File: src/rtl/mul_ctrl.sv
// Sequencer between a valid/ready operand stream and a radix-4 Booth multiplier.
// Optional RUN timeout with sticky err: define MUL_CTRL_TIMEOUT_EN.
module mul_ctrl (
  input  logic         clk,
  input  logic         reset_n,
  input  logic         in_valid,
  output logic         in_ready,
  input  logic [63:0]  in_multiplier,
  input  logic [63:0]  in_multiplicand,
  output logic         out_valid,
  input  logic         out_ready,
  output logic [127:0] out_result,
  output logic         mul_op_start,
  output logic         mul_op_clear,
  output logic [63:0]  mul_multiplier,
  output logic [63:0]  mul_multiplicand,
  input  logic         mul_op_done,
  input  logic [127:0] mul_result,
  output logic         busy,
  output logic         err
);

  typedef enum logic [1:0] {
    IDLE = 2'd0,
    LOAD = 2'd1,
    RUN  = 2'd2,
    DONE = 2'd3
  } state_t;

  state_t state, state_nx;
  logic   accept, capture;

`ifdef MUL_CTRL_TIMEOUT_EN
  localparam logic [7:0] RUN_LAST = 8'd79;
  logic [7:0] run_cnt;
  logic       timeout;
  logic       err_q;
`endif

  always_ff @(posedge clk or negedge reset_n) begin
    if (!reset_n) state <= IDLE;
    else          state <= state_nx;
  end

  always_comb begin
    state_nx     = state;
    in_ready     = 1'b0;
    out_valid    = 1'b0;
    mul_op_clear = 1'b0;
    mul_op_start = 1'b0;
    accept       = 1'b0;
    capture      = 1'b0;
`ifdef MUL_CTRL_TIMEOUT_EN
    timeout      = 1'b0;
`endif
    unique case (state)
      IDLE: begin
        in_ready     = 1'b1;
        mul_op_clear = 1'b1;
        if (in_valid) begin
          accept   = 1'b1;
          state_nx = LOAD;
        end
      end
      LOAD: begin
        mul_op_clear = 1'b1;
        state_nx     = RUN;
      end
      RUN: begin
        mul_op_start = 1'b1;
        if (mul_op_done) begin
          capture  = 1'b1;
          state_nx = DONE;
        end
`ifdef MUL_CTRL_TIMEOUT_EN
        // the 80th RUN cycle without done abandons the operation
        else if (run_cnt == RUN_LAST) begin
          timeout  = 1'b1;
          state_nx = IDLE;
        end
`endif
      end
      DONE: begin
        out_valid    = 1'b1;
        mul_op_start = 1'b1;
        if (out_ready) state_nx = IDLE;
      end
      default: state_nx = IDLE;
    endcase
  end

  assign busy = (state != IDLE);

  // operands feed the multiplier directly and only move on an accept
  always_ff @(posedge clk or negedge reset_n) begin
    if (!reset_n) begin
      mul_multiplier   <= '0;
      mul_multiplicand <= '0;
    end else if (accept) begin
      mul_multiplier   <= in_multiplier;
      mul_multiplicand <= in_multiplicand;
    end
  end

  always_ff @(posedge clk or negedge reset_n) begin
    if (!reset_n)     out_result <= '0;
    else if (capture) out_result <= mul_result;
  end

`ifdef MUL_CTRL_TIMEOUT_EN
  always_ff @(posedge clk or negedge reset_n) begin
    if (!reset_n)            run_cnt <= '0;
    else if (state == LOAD)  run_cnt <= '0;
    else if (state == RUN)   run_cnt <= run_cnt + 8'd1;
  end

  always_ff @(posedge clk or negedge reset_n) begin
    if (!reset_n)      err_q <= 1'b0;
    else if (accept)   err_q <= 1'b0;
    else if (timeout)  err_q <= 1'b1;
  end

  assign err = err_q;
`else
  assign err = 1'b0;
`endif

endmodule
File: config.mk
export PLATFORM = sky130hd
export DESIGN_NAME = mul_ctrl
export DESIGN_NICKNAME = d
export VERILOG_FILES = /design/src/rtl/mul_ctrl.sv
export SDC_FILE = /design/constraint.sdc
export NUM_CORES = 1
export LEC_CHECK = 0
export ABC_AREA = 1
export BUFFER_PORTS_ARGS = -buffer_cell sky130_fd_sc_hd__clkbuf_2
export CELL_PAD_IN_SITES_DETAIL_PLACEMENT = 1
export CELL_PAD_IN_SITES_GLOBAL_PLACEMENT = 1
export CORE_AREA = 5 5 200 202
export CTS_BUF_LIST = sky130_fd_sc_hd__clkbuf_16
export CTS_CLUSTER_SIZE = 20
export DETAILED_ROUTE_END_ITERATION = 16
export DIE_AREA = 0 0 205 207
export PLACE_DENSITY_LB_ADDON = 0.2
export REMOVE_ABC_BUFFERS = 1
export SLEW_MARGIN = 20
export SYNTH_ARGS = -nofsm -noshare
export SYNTH_HDL_FRONTEND = slang
export SYNTH_SLANG_ARGS = --single-unit
File: constraint.sdc
create_clock -name clk -period 1.5 [get_ports clk]
set_input_delay 0.075 -clock clk [delete_from_list [all_inputs] [get_ports clk]]
set_output_delay 0.075 -clock clk [all_outputs]
set_load 0.01 [all_outputs]
# Word-level counts from Yosys, hierarchy flattened
# Index checks and enable logic that the tools add are counted.
totals:
  ff_bits: 258
  output_inout_bits: 262
  elab_cells: 27
classes:
  muxes: 12
  n_eq_ne: 6
  n_reduce_logical: 5
ops:
  columns: ["operator", "n"]
  rows:
  - ["$mux W1", 8]
  - ["$pmux W2 S4", 1]
  - ["$mux W2", 3]
  - ["$ne A2 B2 Y1 const B", 3]
  - ["$eq A2 B2 Y1 const B", 2]
  - ["$reduce_or A2 Y1", 2]
  - ["$reduce_and A3 Y1", 1]
  - ["$eq A2 B1 Y1 const B", 1]
  - ["$logic_not A2 Y1", 1]
  - ["$reduce_bool A2 Y1", 1]

# Longest topological paths before layout
# Gate-level depths: netlist (run 1).
logic_depth:
  depth_word: 3
  depth_mapped: 8
  depth_no_buf: 6

# Worst setup path before layout (run 1)
# Ideal clock, no wire load.
synth_timing:
  path_type: "register -> register"
  start: "register state[0]"
  end: "register mul_multiplicand[0]"
  path_stages_with_launch: 9
  slack_ns: 0.069
  synth_period_minus_slack_ns: 1.431
  n_path_buf: 3
  arrival_ns: 1.314
  cell_sequence: "dfrtp_1 inv_1 ha_1 buf_2 nand2_1 buf_4 buf_4 nand2_1 nand2_1"
synth_between:
  elab_chain_len: 2
synth_rtl:
  columns: ["item", "line", "rtl"]
  rows:
  - ["start: declaration", "30", "state_t state, state_nx;"]
  - ["start signal: assignment", "42", "else state <= state_nx;"]
  - ["$logic_not A2 Y1", "56", "unique case (state)"]
  - ["$mux W1", "56", null]
  - ["end signal: assignment", "101", "mul_multiplicand <= in_multiplicand;"]
  - ["end: declaration", "16", "output logic [63:0] mul_multiplicand,"]
# Every way passes these cells.
# A chain may end at the register's enable or synchronous reset.

# Worst setup path in the final report (run 1)
layout_timing:
  start: "register state[1]"
  end: "output mul_op_clear"
layout_between:
  elab_chain_len: 3
  word_cells_on_any_way: 4
  cone_classes: "1 x eq/ne; 1 x mux; 2 x reduce/logical"
layout_rtl:
  columns: ["item", "line", "rtl"]
  rows:
  - ["$eq A2 B1 Y1 or $logic_not A2 Y1 (tied branches)", "56", null]
  - ["$reduce_or A2 Y1 (no line) *", null, null]
  - ["$mux W1 *", "56", null]
  - ["end: declaration", "14", "output logic mul_op_clear,"]
# Mark *: on every way between the ends. The rest lies on a longest branch, timed or not.

==> results of run 1 <==
[how the worst max path moves through the flow]
stage	startpoint	endpoint	cells past startpoint
4_1_cts	state[1]$_DFFE_PN0P_	mul_op_clear	5
3_3_place_gp	state[1]$_DFFE_PN0P_	busy	6
2_1_floorplan	state[0]$_DFFE_PN0P_	mul_multiplicand[0]$_DFFE_PN0P_	5
5_1_grt	state[1]$_DFFE_PN0P_	mul_op_clear	5
3_5_place_dp	state[1]$_DFFE_PN0P_	mul_multiplicand[16]$_DFFE_PN0P_	6
6_report	state[1]$_DFFE_PN0P_	mul_op_clear	5
[power groups by stage]
stage	sequential [mW]	clock (mW)	combinational [mW]
4_1_cts	12.1	7.90	14.8
5_1_grt	12.6	8.18	17.9
6_report	12.3	7.72	16.5
3_5_place_dp	12.2	0	13.4
3_3_place_gp	12.1	0	13.1
2_1_floorplan	13.7	0	3.91
[layout make-up]
cell class,instances,area share [%]
diodes,2,0.0275
inverters,8,0.192
clock buffers,31,4.26
multi-input cells,792,19.8
clock inverters,26,1.41
repair buffers,854,35.3
flip-flops and latches,258,35.4
well taps,518,3.56
[repair_timing]
item | 4_1_cts | 5_1_grt
setup buffers | 9 | 3
hold buffers | 260 | 0
setup endpoints to repair | 5 | 112
gates cloned | 3 | 18
resized for setup | 12 | 80
hold endpoints to repair | 516 | 0
pin swaps | 1 | 11
[cells in the mapped netlist]
cell | count | area share [%]
inv_1 | 8 | 0.29
dfrtp_1 | 258 | 62
ha_1 | 5 | 0.61
nand4_1 | 2 | 0.12
clkbuf_1 | 4 | 0.15
buf_2 | 51 | 2.5
nand3_1 | 257 | 12
conb_1 | 1 | 0.036
or2_2 | 2 | 0.12
nand2_1 | 522 | 19
buf_4 | 32 | 2.3
[per-stage QoR]
step | cells | hold WS [ns]
final | 2489 | 0.0346
after global routing | 2489 | 0.0460
after CTS | 2466 | 0.0240
after detailed placement | 2137 | 0.0197
after global placement | 2137 | 0.0165
after floorplan | 1055 | -0.221
[state kept, by name (all words and copies together), names as in the netlist]
| signal | cells |
|---|---|
| mul_multiplicand | 64 |
| mul_multiplier | 64 |
| out_result | 128 |
| state | 2 |
[metal layers]
metal / share of wire [%] / GRT usage (%) / vias up / routed length [µm]
met5: 0 / 0 / - / 0
met3: 9.3 / 7.04 / 90 / 4750
li1: - / - / 5264 / -
met2: 48 / 37.4 / 508 / 24800
met4: 2.8 / 5.98 / 0 / 1440
met1: 40 / 27.2 / 5606 / 20300
[worst register-to-register path: cells and delay by family (launching register included)]
| kind | cells | cell delay (ns) |
|---|---|---|
| adders and majority gates | 1 | 0.14 |
| DFF | 1 | 0.46 |
| buffers and inverters | 4 | 0.69 |
| and+or+nand+nor | 2 | 0.22 |
[cells by family (layout without fill, tap and decap cells)]
family        Yosys count  after routing
flops                 258            258
simple gates          783            786
other cells             1              3
buf+inv                95            919
fa+ha+maj               5              5
==> results by group, run 1 <==
Power
  • Seq pwr share: about 34%
  • Fraction of power spent switching nets: 40.4%
  • Max rail drop VDD: 1040 µV
  • Portion of total power attributed to combinational logic: a little under half
  • Pleak: 9.97 nW
  • Clock Power Share: 21.2%
  • Internal cell power: 21.7 mW
  • Switching pwr: 14.7 mW
  • Total chip power: roughly 36 mW
  • Power per Cell Area: between 2000 and 2500 mW/mm²

Die
  • Number of rows in the core area: 72
  • Effective utilization at floorplan: 27.1%
  • Die Area: around 0.042 mm²
  • Core outline area: 0.0381 mm²
  • Floorplan die width: between 200 and 250 µm
  • Number of top-level pins: 523
  • Chip Height: 207 µm

STA
  • FMAX: 0.565 GHz
  • Pins Over Slew Limit: 0
  • Final Hold Vio Count: 0
  • Final period util: 118%
  • Slack of the critical path: -0.269 ns
  • RSZ-0062 raised after global routing: yes
  • Setup violators final: 28
  • Post-route setup TNS: -1.61 ns
  • Worst-case clock skew: 0.0158 ns
  • Post-layout minimum cycle time: 1.77 ns

Place
  • Number of port buffers: 521
  • Placer's final routability congestion estimate: just under 0.8
  • Placement-stage cell area: 0.0137 mm²
  • DP Wirelength: 31,200 µm
  • Pre-CTS setup slack: 0.0189 ns

Synthesis
  • Area fraction in and, or, nand and nor cells after synthesis: 31.7%
  • Adder-cell share of the synthesized area: less than 1%
  • XOR/XNOR Fraction of Synth Area: 0%
  • Sequential element share of the synthesized area: 62.5%
  • Fraction of the mapped netlist area in compound gates: 0%
  • Number of storage elements in the synthesis netlist: 258
  • Count of different cell masters after synthesis: 11
  • Share of synthesized area spent on multiplexers: 0%
  • Syn. warnings: 0
  • Post-Syn Area per Cell: 9.05 µm²
  • Synthesized instance count: 1,142
  • Syn Std Cell Area: 0.0103 mm²
  • Dominant combinational cell family by area after synthesis: simple AND/OR/NAND/NOR gates

Global routing
  • Antenna violations before repair: 2
  • Remaining Overflow, GRT: 0
  • Wire length of the first global-routing pass: between 70,000 and 80,000 µm
  • All-layer global routing usage: between 20 and 25%
  • Largest net degree at the start of global routing: 91
  • Via count of the first global-routing pass: 12,700

Critical path
  • Reg2Reg Launch Point: state[1]$_DFFE_PN0P_
  • Critical Setup Path Class: register to output port
  • Startpoint type of the worst setup path: register
  • Crit path cell chain: inv_4, ha_4, buf_12, or2_4, buf_8
  • Kind of end point of the critical path: output port
  • Maximum cell stage delay along the critical path: 0.43 ns
  • Family of cells with the greatest summed delay on the critical path: flip-flops
  • Required time of the critical path: roughly 1.4 ns
  • Critical path data arrival time: between 1.5 and 2 ns
  • Capturing point of the worst reg2reg path: mul_multiplicand[33]$_DFFE_PN0P_
  • Reg-to-reg slack, setup: -0.08 ns
  • Buffers & Inverters on Critical Path: 3
  • Slowest library cell on the worst path: dfrtp_2
  • Maximum fanout encountered on the critical timing path: 4
  • FF-to-FF path depth: 7

Layout
  • Fill cell instance count of the final layout: approximately 4,400
  • Final core utilization: 47.8%
  • Most frequent cells in the layout: clkbuf_2 (515), nand2_1 (496), dlygate4sd3_1 (260)
  • Fraction of final layout cells sized beyond drive strength 1: 35.4%
  • Commonest non-fill, non-tap cell in the layout: clkbuf_2
  • Nets@finish: 2,211
  • Area occupied by multi-input gates: ~0.0036 mm²
  • Seq. cell area: 0.00646 mm²
  • Post-Layout Inst Area: 0.0182 mm²
  • Area growth syn-to-layout: 76.4%

Outcome
  • Violations in the final reports: setup timing
  • Run status: finished, violations left

Clocking
  • CTS tree: done
  • Total clock buffers created by CTS: 31
  • Count of clock tree sinks: roughly 260
  • Maximum buffer depth of the clock tree: 3
  • Insertion delay to the later sink of the worst-skew pair: 0.57 ns
  • Number of levels the H-tree was split into: 1
  • Clock-pin transition on the worst setup and hold timing paths: 0.07 ns
  • Clk root buf: clkbuf_16

Route
  • DR iter-0 viols: 545
  • Pre-Repair DR Iteration Count: 5
  • DRT antenna net count: 0
  • Remaining DRCs: 0
  • Final routed wirelength across all metal layers: 51,300 µm
  • Routed vias/inst: 4.61
  • Routed wire length per instance: 20.6 µm
  • Via count: ~11,000

Flow run
  • Number of violations of the max-capacitance limit: 0

Hold path
  • Worst Hold Class: input port to asynchronous set/reset pin
Note: power is estimated with default switching activity, not from simulation.
==> inputs of run 2 (changes only) <==
- CORE_AREA: 5 5 200 202 -> default
- CORE_ASPECT_RATIO: default -> 0.5
- CORE_MARGIN: default -> 5
- CORE_UTILIZATION: default -> 33
- DIE_AREA: 0 0 205 207 -> default
- clock period: 1.5 -> 1.7 ns (I/O delays scaled with it)
==> run 2 against run 1 <==
Effect of this change: the run still ends with setup timing left; via count rose by 1.3%; sequential power fell by 12%; routed wire length fell by 3.1%; utilization rose by 8.7 points; clock-buffer cell count fell by 4; critical path type unchanged.
==> results by group, run 2 (synthesis gave the netlist of run 1 again) <==
Critical path
  • Buffers & Inverters on Critical Path: 3
  • FF-to-FF path depth: 8
  • Crit path cell chain: inv_4, ha_4, buf_12, or2_4, buf_8
  • Maximum cell stage delay along the critical path: ~0.44 ns
  • Slowest library cell on the worst path: dfrtp_2
  • Critical path data arrival time: 1.70 ns
  • Family of cells with the greatest summed delay on the critical path: flip-flops
  • Kind of end point of the critical path: output port
  • Startpoint type of the worst setup path: register
  • Maximum fanout encountered on the critical timing path: 5
  • Critical Setup Path Class: register to output port
  • Required time of the critical path: 1.62 ns
  • Cell count along the critical path: 5

STA
  • Final Hold Vio Count: 0
  • Post-layout minimum cycle time: ~1.8 ns
  • Pins Over Slew Limit: 0
  • Final period util: 105%
  • FMAX: 0.560 GHz
  • Worst slew slack as a fraction of its limit: 64.4%
  • RSZ-0062 raised after global routing: yes
  • Worst-case clock skew: 0.0176 ns
  • Slack of the critical path: -0.0871 ns
  • Setup violators final: 3
  • Worst-margin pin slew: approximately 0.53 ns

Power
  • Power per Cell Area: ~1700 mW/mm²
  • Pleak: 9.65 nW
  • Clock Power Share: 18.0%
  • Fraction of power spent switching nets: 41.7%
  • Portion of total power attributed to combinational logic: 45.9%
  • Seq pwr share: 36.2%
  • Internal cell power: 17.5 mW
  • Max rail drop VDD: 924 µV
  • Switching pwr: 12.5 mW

Clocking
  • Total clock buffers created by CTS: 26
  • Insertion delay to the later sink of the worst-skew pair: 0.54 ns
  • CTS tree: done
  • Count of clock tree sinks: 258
  • Clock-pin transition on the worst setup and hold timing paths: 0.07 ns
  • Number of levels the H-tree was split into: 1
  • Clk root buf: clkbuf_16
  • Maximum buffer depth of the clock tree: 3

Place
  • Dpl cells: around 2,000
  • Number of port buffers: 521
  • DP Wirelength: 29,400 µm
  • Placer's final routability congestion estimate: 0.825
  • Pre-CTS setup slack: 0.0812 ns
  • Placement-stage cell area: 0.0134 mm²

Die
  • Chip Height: 135 µm
  • Core outline area: 0.0306 mm²
  • Number of top-level pins: 523
  • Effective utilization at floorplan: 33.8%
  • Die Area: about 0.035 mm²
  • Number of rows in the core area: 45
  • Floorplan die width: 260 µm

Layout
  • Nets@finish: 2,185
  • Largest reg by FF count: out_result
  • Area growth syn-to-layout: 67.2%
  • Most frequent cells in the layout: nand2_1 (519), clkbuf_2 (515), dlygate4sd3_1 (260)
  • Commonest non-fill, non-tap cell in the layout: nand2_1
  • Post-Layout Inst Area: 0.0173 mm²
  • Post-layout instance count excluding filler cells: about 2,400
  • Max FFs per register: 128
  • Fraction of final layout cells sized beyond drive strength 1: 32.1%
  • Largest registers: out_result x128, mul_multiplicand x64, mul_multiplier x64

Flow run
  • Number of violations of the max-capacitance limit: 0

Global routing
  • M2 GR Usage: 51.1%
  • Wire length of the first global-routing pass: around 75,000 µm
  • Antenna violations before repair: 9
  • Via count of the first global-routing pass: 13,200
  • All-layer global routing usage: 27.1%
  • Largest net degree at the start of global routing: 60
  • Met1 global-route usage: 28.9%
  • Global routing usage on met3: 4.08%
  • Remaining Overflow, GRT: 0
  • GRT Max-Usage Layer: met2

Outcome
  • Violations in the final reports: setup timing
  • Run status: finished, violations left

Route
  • Final routed wirelength across all metal layers: 49,700 µm
  • DRT antenna net count: 0
  • Routed vias/inst: ~4.9
  • DR iter-0 viols: between 500 and 600
  • Remaining DRCs: 0
  • Pre-Repair DR Iteration Count: 5
  • Via count: 11,600
  • Routed wire length per instance: 21.0 µm

Hold path
  • Worst Hold Class: input port to asynchronous set/reset pin
-- run 2: cell types whose count changed in the layout (fill, tap and decap cells not counted), sizes merged --
cell and delta:
buf -14, clkbuf -12, diode +10, bufinv -5, bufbuf +4, clkinvlp -4
nand2 -3, inv +1
-- run 2: worst paths after layout --
path,from,to,slack (ns)
worst max-delay path,state[1]$_DFFE_PN0P_,mul_op_clear,-0.09
worst min-delay path,reset_n,mul_multiplicand[43]$_DFFE_PN0P_,0.08
worst max register to register,state[1]$_DFFE_PN0P_,mul_multiplier[2]$_DFFE_PN0P_,0.07
worst min register to register,out_result[85]$_DFFE_PN0P_,out_result[85]$_DFFE_PN0P_,0.47
max in group asynchronous,reset_n,mul_multiplier[27]$_DFFE_PN0P_,0.89
min in group clk,in_multiplier[26],mul_multiplier[26]$_DFFE_PN0P_,0.31
-- run 2: cell type report --
| cell class | count | area, µm² |
|---|---|---|
| Multi-Input combinational cell | 789 | 3410 |
| Tap cell | 423 | 529 |
| Fill cell | 3653 | 13300 |
| Clock inverter | 18 | 80.1 |
| Inverter | 8 | 35.0 |
| Clock buffer | 27 | 676 |
| Sequential cell | 258 | 6460 |
| Timing Repair Buffer | 836 | 6060 |
| Antenna cell | 12 | 30.0 |
-- run 2: metal layers --
layer	wire length (µm)	share of wire, %
met1	17700	36
met2	26600	54
met3	1980	4.0
met4	3450	6.9
met5	0	0
-- run 2: power by group through the flow --
stage / Clock [mW] / Combinational (mW) / Sequential (mW)
after floorplan: 0 / 3.66 / 12.1
after global placement: 0 / 11.1 / 10.6
after detailed placement: 0 / 11.5 / 10.7
after CTS: 5.50 / 13.1 / 10.7
after global routing: 5.84 / 14.9 / 11.2
final: 5.39 / 13.8 / 10.8
-- run 2: metrics by stage --
stage / utilization [%] / total power [mW] / hold slack [ns] / setup TNS, ns
after floorplan: - / 15.8 / -0.211 / -1104.69
after global placement: 43.9 / 21.7 / 0.0579 / 0
after detailed placement: 43.9 / 22.2 / 0.0696 / 0
after CTS: 56.0 / 29.3 / 0.0941 / -0.342
after global routing: 56.5 / 31.9 / 0.114 / -0.392
final: 56.5 / 30.0 / 0.0811 / -0.164
-- run 2: repair_timing --
item                                    CTS  global route
gates cloned                              5             3
setup buffers                            14             2
endpoints found under the setup margin    4            86
pin swaps                                 3             1
hold buffers                            260             0
resized for setup                        15            12
endpoints found under the hold margin   516             0
-- run 2: worst reg2reg max path: stages (launching register included) --
cell     delay, ns
dfrtp_2       0.46
inv_4         0.09
ha_4          0.15
buf_6         0.12
buf_4         0.19
nand2_8       0.12
buf_12        0.20
nand2_1       0.12
nand2_1       0.06
==> inputs of run 3 (changes only) <==
- PLACE_DENSITY_LB_ADDON: 0.2 -> 0.1
==> run 3 against run 2 <==
Effect of this change: the run still ends with setup timing left; largest power group unchanged; register-to-register slack better by 0.03 ns; clock power up 7.4%; via count down 2.9%; design area fell by 0.54%; hold slack worse by 0.013 ns; highest routed layer unchanged; utilization down 0.31 points; critical path depth is the same.
==> results by group, run 3 (synthesis gave the netlist of run 1 again) <==
Outcome
  • Run status: finished, violations left
  • Violations in the final reports: setup timing

Place
  • Dpl cells: 2,018
  • Placer's final routability congestion estimate: ~0.8
  • Number of port buffers: 521
  • DP Wirelength: 28,300 µm

Layout
  • Most frequent cells in the layout: nand2_1 (520), clkbuf_2 (515), dlygate4sd3_1 (260)
  • Commonest non-fill, non-tap cell in the layout: nand2_1
  • Area growth syn-to-layout: 66.3%
  • Area occupied by multi-input gates: 0.00341 mm²
  • Seq. cell area: 0.00646 mm²
  • Fraction of final layout cells sized beyond drive strength 1: about a third
  • Max FFs per register: between 100 and 150
  • Post-layout instance count excluding filler cells: 2,355
  • Largest registers: out_result x128, mul_multiplicand x64, mul_multiplier x64
  • Nets@finish: between 2,000 and 2,500
  • Largest reg by FF count: out_result
  • Fill cell instance count of the final layout: 3,609

Clocking
  • CTS tree: done
  • Number of levels the H-tree was split into: 1
  • Insertion delay to the later sink of the worst-skew pair: 0.52 ns
  • Count of clock tree sinks: 258
  • Clk root buf: clkbuf_16
  • Clock-pin transition on the worst setup and hold timing paths: 0.07 ns
  • Maximum buffer depth of the clock tree: 3
  • Total clock buffers created by CTS: 25

Die
  • Core outline area: 0.0306 mm²
  • Chip Height: 135 µm
  • Number of top-level pins: approximately 520
  • Number of rows in the core area: between 40 and 50
  • Die Area: 0.0352 mm²
  • Floorplan die width: between 200 and 300 µm
  • Effective utilization at floorplan: 33.8%

Power
  • Max rail drop VDD: 711 µV
  • Power per Cell Area: 1730 mW/mm²
  • Pleak: between 9 and 10 nW

Global routing
  • Antenna violations before repair: 5
  • Wire length of the first global-routing pass: about 70,000 µm
  • All-layer global routing usage: 25.5%
  • Largest net degree at the start of global routing: 97
  • Remaining Overflow, GRT: 0
  • Via count of the first global-routing pass: 12,500

Critical path
  • Required time of the critical path: between 1.5 and 2 ns
  • Maximum cell stage delay along the critical path: 0.39 ns
  • Startpoint type of the worst setup path: register
  • FF-to-FF path depth: 7
  • Crit path cell chain: inv_2, ha_4, buf_12, or2_4, buf_6
  • Slowest library cell on the worst path: dfrtp_1
  • Family of cells with the greatest summed delay on the critical path: flip-flops
  • Critical Setup Path Class: register to output port
  • Maximum fanout encountered on the critical timing path: 4
  • Kind of end point of the critical path: output port
  • Cell count along the critical path: 5
  • Critical path data arrival time: 1.64 ns
  • Buffers & Inverters on Critical Path: 3

Route
  • Routed vias/inst: approximately 4.8
  • Remaining DRCs: 0
  • DRT antenna net count: 0
  • DR iter-0 viols: between 600 and 700
  • Pre-Repair DR Iteration Count: 5
  • Via count: roughly 11,000
  • Routed wire length per instance: 19.8 µm
  • Final routed wirelength across all metal layers: 46,700 µm

STA
  • Slack of the critical path: -0.0211 ns
  • Post-layout minimum cycle time: 1.72 ns
  • Post-route setup TNS: -0.0233 ns
  • Final period util: 101%
  • Worst-case clock skew: ~0.016 ns
  • RSZ-0062 raised after global routing: yes
  • Final Hold Vio Count: 0
  • Setup violators final: 2
  • FMAX: between 0.5 and 0.6 GHz
  • Pins Over Slew Limit: 0

Flow run
  • Number of violations of the max-capacitance limit: 0

Hold path
  • Worst Hold Class: input port to asynchronous set/reset pin
[run 3: repair_timing]
action | CTS | global route
hold endpoints to repair | 516 | 0
hold buffers | 262 | 0
cloned | 4 | 1
resized for setup | 13 | 8
buffers inserted | 15 | 5
setup endpoints to repair | 4 | 5
pin swaps | 3 | 2
[run 3: metrics by stage]
step	hold slack, ns	util [%]	cell area [µm²]	setup WS [ns]	power, mW
after global placement	0.0290	43.7	13400	0.248	21.6
after global routing	0.0963	56.2	17200	-0.0838	31.7
final	0.0686	56.2	17200	-0.0211	29.8
after CTS	0.0563	55.9	17100	-0.0245	29.5
after floorplan	-0.211	-	9820	-4.33	15.8
after detailed placement	0.0297	43.7	13400	0.168	22.1
[run 3: worst register-to-register path, cell delays in order (launching register included)]
cell and delay, ns:
dfrtp_1 0.39, inv_2 0.07, ha_4 0.19, buf_4 0.15
nand2_4 0.15, buf_12 0.26, nand2_1 0.20, nand2_1 0.11
[run 3: path summary, 6_finish.rpt]
kind | start | to | slack, ns
min in group clk | in_multiplier[15] | mul_multiplier[15]$_DFFE_PN0P_ | 0.34
max in group asynchronous | reset_n | out_result[109]$_DFFE_PN0P_ | 0.91
setup / recovery | state[0]$_DFFE_PN0P_ | mul_op_clear | -0.02
hold / removal | reset_n | mul_multiplier[1]$_DFFE_PN0P_ | 0.07
hold reg to reg | out_result[95]$_DFFE_PN0P_ | out_result[95]$_DFFE_PN0P_ | 0.47
setup reg to reg | state[0]$_DFFE_PN0P_ | mul_multiplier[30]$_DFFE_PN0P_ | 0.10
[run 3: metal layers]
| layer | track usage, % | vias up | wire, µm | part of all wire, % |
|---|---|---|---|---|
| met1 | 27.5 | 5621 | 16900 | 36 |
| met2 | 48.8 | 354 | 25500 | 55 |
| li1 | - | 5183 | - | - |
| met5 | 0 | - | 0 | 0 |
| met3 | 4.60 | 121 | 2030 | 4.3 |
| met4 | 11.7 | 0 | 2280 | 4.9 |
[run 3: final cells by class]
| class | instances | area share, % |
|---|---|---|
| flip-flops and latches | 258 | 37.6 |
| clock buffers | 25 | 3.64 |
| repair buffers | 826 | 34.5 |
| multi-input cells | 789 | 19.8 |
| well taps | 423 | 3.08 |
| diodes | 6 | 0.0874 |
| clock inverters | 20 | 1.11 |
| inverters | 8 | 0.175 |
[run 3: power breakdown]
| part | leakage, nW | internal (mW) | switching (mW) |
|---|---|---|---|
| clock network | 0.430 | 3.28 | 2.51 |
| logic | 5.95 | 5.41 | 7.87 |
| registers | 3.22 | 9.01 | 1.71 |
